## config.mk

```make
export PLATFORM = sky130hd
export DESIGN_NAME = sysid_uptime_flat
export DESIGN_NICKNAME = d
export VERILOG_FILES = /design/src/rtl/sysid_uptime_if.sv /design/src/rtl/sysid_uptime.sv /design/src/flat_wrapper.sv
export SDC_FILE = /design/constraint.sdc
export NUM_CORES = 1
export LEC_CHECK = 0
export CAP_MARGIN = 20
export CORE_MARGIN = 5
export CORE_UTILIZATION = 44
export CTS_CLUSTER_DIAMETER = 80
export CTS_CLUSTER_SIZE = 12
export DETAILED_ROUTE_END_ITERATION = 10
export GPL_TIMING_DRIVEN = 0
export PLACE_DENSITY_LB_ADDON = 0.15
export SYNTH_ARGS = -nofsm -noshare
export SYNTH_HDL_FRONTEND = slang
export SYNTH_SLANG_ARGS = --single-unit
```

## constraint.sdc

```tcl
create_clock -name clock -period 6.54 [get_ports clock]
set_clock_uncertainty 0.15 [all_clocks]
set_input_delay 1.308 -clock clock [delete_from_list [all_inputs] [get_ports clock]]
set_output_delay 1.308 -clock clock [all_outputs]
set_load 0.01 [all_outputs]
```

## src/rtl/sysid_uptime_if.sv

```systemverilog
// Bus bundle for the system-ID / uptime slave: word address, strobes, write data,
// registered read data and its valid flag.
interface sysid_uptime_if;
  logic [2:0]  address;
  logic        read;
  logic        write;
  logic [31:0] writedata;
  logic [31:0] readdata;
  logic        readdatavalid;

  modport master (
    output address,
    output read,
    output write,
    output writedata,
    input  readdata,
    input  readdatavalid
  );

  modport slave (
    input  address,
    input  read,
    input  write,
    input  writedata,
    output readdata,
    output readdatavalid
  );
endinterface

```

## src/rtl/sysid_uptime.sv

```systemverilog
// System-ID peripheral: constant ID and build timestamp, prescaled 64-bit uptime counter
// with a coherent high-word shadow, a scratch word and a small control register.
module sysid_uptime #(
  parameter logic [31:0] SYSTEM_ID   = 32'h56FA_5E92,
  parameter logic [31:0] TIMESTAMP   = 32'h0,
  parameter int unsigned PRESCALE    = 1,
  parameter logic [31:0] SCRATCH_RST = 32'h0
) (
  input logic            clock,
  input logic            reset_n,
  sysid_uptime_if.slave  bus
);

  localparam logic [2:0]  AddrSysId   = 3'd0;
  localparam logic [2:0]  AddrStamp   = 3'd1;
  localparam logic [2:0]  AddrUpLo    = 3'd2;
  localparam logic [2:0]  AddrUpHi    = 3'd3;
  localparam logic [2:0]  AddrScratch = 3'd4;
  localparam logic [2:0]  AddrCtrl    = 3'd5;
  localparam logic [15:0] PcntMax     = 16'(PRESCALE - 1);

  logic [63:0] cnt_q, cnt_d;
  logic [15:0] pcnt_q, pcnt_d;
  logic [31:0] shadow_q, shadow_d;
  logic [31:0] scratch_q, scratch_d;
  logic        en_q, en_d;
  logic [31:0] readdata_q, readdata_d;
  logic        rvalid_q, rvalid_d;

  logic        rd_acc;
  logic        wr_scratch;
  logic        wr_ctrl;
  logic        clr;
  logic [31:0] rd_mux;

  // A simultaneous read and write is treated as a write only.
  assign rd_acc     = bus.read & ~bus.write;
  assign wr_scratch = bus.write & (bus.address == AddrScratch);
  assign wr_ctrl    = bus.write & (bus.address == AddrCtrl);
  assign clr        = wr_ctrl & bus.writedata[1];

  always_comb begin
    rd_mux = 32'h0;
    case (bus.address)
      AddrSysId:   rd_mux = SYSTEM_ID;
      AddrStamp:   rd_mux = TIMESTAMP;
      AddrUpLo:    rd_mux = cnt_q[31:0];
      AddrUpHi:    rd_mux = shadow_q;
      AddrScratch: rd_mux = scratch_q;
      AddrCtrl:    rd_mux = {31'h0, en_q};
      default:     rd_mux = 32'h0;
    endcase
  end

  // Counter, prescaler and shadow; a clear outranks both increment and shadow capture.
  always_comb begin
    cnt_d    = cnt_q;
    pcnt_d   = pcnt_q;
    shadow_d = shadow_q;
    if (clr) begin
      cnt_d    = 64'h0;
      pcnt_d   = 16'h0;
      shadow_d = 32'h0;
    end else begin
      if (en_q) begin
        if (pcnt_q == PcntMax) begin
          pcnt_d = 16'h0;
          cnt_d  = cnt_q + 64'd1;
        end else begin
          pcnt_d = pcnt_q + 16'd1;
        end
      end
      if (rd_acc && (bus.address == AddrUpLo)) begin
        shadow_d = cnt_q[63:32];
      end
    end
  end

  always_comb begin
    scratch_d  = wr_scratch ? bus.writedata : scratch_q;
    en_d       = wr_ctrl ? bus.writedata[0] : en_q;
    readdata_d = rd_acc ? rd_mux : readdata_q;
    rvalid_d   = rd_acc;
  end

  always_ff @(posedge clock or negedge reset_n) begin
    if (!reset_n) begin
      cnt_q      <= 64'h0;
      pcnt_q     <= 16'h0;
      shadow_q   <= 32'h0;
      scratch_q  <= SCRATCH_RST;
      en_q       <= 1'b1;
      readdata_q <= 32'h0;
      rvalid_q   <= 1'b0;
    end else begin
      cnt_q      <= cnt_d;
      pcnt_q     <= pcnt_d;
      shadow_q   <= shadow_d;
      scratch_q  <= scratch_d;
      en_q       <= en_d;
      readdata_q <= readdata_d;
      rvalid_q   <= rvalid_d;
    end
  end

  assign bus.readdata      = readdata_q;
  assign bus.readdatavalid = rvalid_q;

endmodule
```

## src/flat_wrapper.sv

```systemverilog
// flat-port wrapper written by rule: the top's interface ports become plain ports
module sysid_uptime_flat 
#(
  parameter logic [31:0] SYSTEM_ID   = 32'h56FA_5E92,
  parameter logic [31:0] TIMESTAMP   = 32'h0,
  parameter int unsigned PRESCALE    = 1,
  parameter logic [31:0] SCRATCH_RST = 32'h0
)
  (clock, reset_n, bus_address, bus_read, bus_write, bus_writedata, bus_readdata, bus_readdatavalid);
  sysid_uptime_if bus_i ();
  input logic clock;
  input logic reset_n;
  input wire logic [$bits(bus_i.address)-1:0] bus_address;
  input wire logic [$bits(bus_i.read)-1:0] bus_read;
  input wire logic [$bits(bus_i.write)-1:0] bus_write;
  input wire logic [$bits(bus_i.writedata)-1:0] bus_writedata;
  output wire logic [$bits(bus_i.readdata)-1:0] bus_readdata;
  output wire logic [$bits(bus_i.readdatavalid)-1:0] bus_readdatavalid;
  assign bus_i.address = bus_address;
  assign bus_i.read = bus_read;
  assign bus_i.write = bus_write;
  assign bus_i.writedata = bus_writedata;
  assign bus_readdata = bus_i.readdata;
  assign bus_readdatavalid = bus_i.readdatavalid;
  sysid_uptime #(.SYSTEM_ID(SYSTEM_ID), .TIMESTAMP(TIMESTAMP), .PRESCALE(PRESCALE), .SCRATCH_RST(SCRATCH_RST)) u_core (.clock(clock), .reset_n(reset_n), .bus(bus_i));
endmodule
```

==> flow_summary.toml <==
[worst_setup_path]
cp_cell_sequence = "clkdlybuf4s50_1 > and4b_1 > and2_1 > buf_6 > clkbuf_1 > buf_1 > nor2_1"
r2r.worst_path.cells = 6
crit_family = "buffers and inverters"
cp.required_ns = 6.69
crit_buf_inv = 4
r2r_setup_slack_ns = 3.40
endpoint_kind = "register"
timing.rr.start = "u_core.cnt_q[13]"
rr_endpoint = "u_core.cnt_q[52]"
cp_slowest_cell = "clkdlybuf4s50_1"
crit_type = "input port to register"
setup.worst_path.start_class = "input port"
cp_max_fo = 10
slowest_delay_ns = 0.58
critPathArrivalTime_ns = 3.77

[die]
die_width_microns = 153
die_h_microns = 153
die_area_sq_mm = 0.0234
num_rows = 52
start_util_pct = 44.6
coreArea_sq_mm = 0.0202
pin_count = 72

[yosys]
synthesis.nets = 1016
ys_top_cells_by_count = "dfrtp_1, nand2_1, a21oi_1"
synth-edff-count = 0
yosysMostFrequentCell = "dfrtp_1"
async_flop_share_pct = 100
yosysWarnings = 0
synth_cells = 974
synth-main-ff-cell = "dfrtp_1"
ys_types = 54
netlist.area_leader.share_pct = 49.2
ys_seq_area_share_pct = 49.5
syn_area_per_cell_sq_um = 9.23
synth_top_area_cell = "dfrtp_1"
ys_ff_latch = 178
synth.area.top_cells = "dfrtp_1, a21oi_1, nand2_1"
syn_area_sq_mm = 0.00899

[clock_network]
cts_resized = 0
clk_latency_ns = 0.44
cts-buffers-inserted = 17
clkTransAtPathRegs_ns = 0.07
htreeDepth = 4
cts_hold_buf = 0
post_cts.repair.setup_buffers = 0
cts_sinks = 178
clockBufferDepth = 2
cts_root_buffer = "clkbuf_16"
cts_tree = "built"

[global_route]
grt_max_degree = 99
grt_pass1_vias = 7157
grt_overflow_total = 0
grt_first_pass_wirelength_mm = 41.7
antenna_found_initial = 0
grt_usage_pct = 22.6

[sta]
slew_violations = 0
rsz0062_at_grt = "false"
setup_tns_ns = 0
max_freq_mhz = 277
fin_ws_ns = 2.93
tightest_slew_ns = 0.814
whs_ns = 0.355
finalCritPeriodShare_pct = 55.3
fin_crit_ns = 3.61
setup_viol = 0
relSlewSlack_pct = 45.3
hold_viol = 0

[routing]
num_vias = 7722
routed_via_density = 5.73
dr.pass1.iters = 5
drc = 0
routedWlPerCell_microns = 20.0
drtIter0Drc = 519
drt_wl_total_mm = 26.9
ant_nets = 0

[pwr]
power_density_mw_per_mm2 = 260
p_clk_share_pct = 39.4
p_int_uw = 1960
ir_drop_uv = 168
power_frac_seq_pct = 46.6
p_comb_share_pct = 14.0
switching_share_pct = 29.8
finalPower_uw = 2790
p_sw_uw = 830
power.leakage_uw = 0.00431

[finish]
num_antenna_cells = 0
drive_gt1_share_pct = 7.34
nNetsFinal = 1106
synthToLayoutAreaGrowth_pct = 19.0
fin_area_sq_mm = 0.0107

[place]
placed_area_sq_mm = 0.0101
place_congestion = 0.937
portBuffers = 70
pre_cts_ws_ns = 2.53
place_hpwl_mm = 20.0

[min_path]
hold_path_depth = 1
min_to = "u_core.bus.readdata[3]"
worst_hold_startpoint = "u_core.bus.readdata[3]"
min_path_type = "register to register"

[run_status]
run_status = "finished, final reports clean"

[run]
timing.max_cap.violations = 0
cell families (layout without fill, tap and decap cells):
kind of cell / Yosys count / after routing / synth area share [%]
AO/OA/AOI/OAI: 265 / 265 / 17.7
XOR/XNOR: 37 / 37 / 3.60
adder cells (fa/ha/maj): 3 / 3 / 0.417
buffers and inverters: 91 / 194 / 4.08
flip-flops: 178 / 178 / 49.5
multiplexers: 28 / 28 / 3.32
AND/OR/NAND/NOR: 372 / 372 / 21.4
cells in the final DEF (no fill, tap or decap), types with 13 or more instances in the layout:
master / instances
a22o_1: 32
or3_1: 23
clkbuf_1: 47
nand4_1: 29
and3_1: 13
mux2i_1: 13
nand2_1: 151
a21oi_1: 116
xnor2_1: 27
nor2_1: 48
nor3_1: 14
inv_1: 28
clkbuf_16: 17
o21ai_0: 71
mux2_2: 15
nand3_1: 30
clkdlybuf4s50_1: 69
dfrtp_1: 177
routing by layer:
| metal | wire, microns | global-route usage (%) | up-vias |
|---|---|---|---|
| li1 | - | - | 3699 |
| met1 | 12500 | 32.4 | 3727 |
| met2 | 12100 | 34.4 | 258 |
| met3 | 1370 | 3.90 | 38 |
| met4 | 914 | 8.78 | 0 |
| met5 | 0 | 0 | - |
power groups by stage:
stage	Sequential (uW)	Clock, uW	Combinational (uW)
floorplan	1290	0	219
global placement	1320	0	383
detailed placement	1320	0	389
CTS	1300	1120	390
global route	1310	1160	426
finish	1300	1100	389
sequential cells by signal, summed over array words and instances (netlist names):
signal and flops:
u_core.en_q 1, u_core.scratch_q 32, u_core.bus.readdata 32, u_core.cnt_q 64
u_core.shadow_q 32, u_core.bus.readdatavalid 1, u_core.pcnt_q 16
per-stage QoR:
step / std cells / util [%]
global route: 1347 / 53.1
finish: 1347 / 53.1
CTS: 1347 / 53.1
floorplan: 974 / -
detailed placement: 1315 / 49.9
global placement: 1314 / 49.7
cell type report:
type	count	area, sq um
Fill cell	1900	9460
Timing Repair Buffer	71	733
Multi-Input combinational cell	705	4170
Tap cell	270	338
Buffer	63	262
Clock buffer	17	425
Sequential cell	178	4460
Clock inverter	15	214
Inverter	28	105
worst max path at each step:
| stage | startpoint | end | slack, ns | cells after the start |
|---|---|---|---|---|
| after floorplan | bus_address[1] | u_core.cnt_q[42] | 3.44 | 8 |
| after global placement | reset_n | u_core.cnt_q[44] | -3.51 | 1 |
| after detailed placement | bus_address[2] | u_core.cnt_q[23] | 2.53 | 7 |
| after CTS | bus_address[2] | u_core.cnt_q[31] | 2.94 | 7 |
| after global routing | bus_address[2] | u_core.cnt_q[31] | 2.77 | 7 |
| final | bus_address[2] | u_core.cnt_q[31] | 2.93 | 7 |
Note: power is estimated with default switching activity, not from simulation.
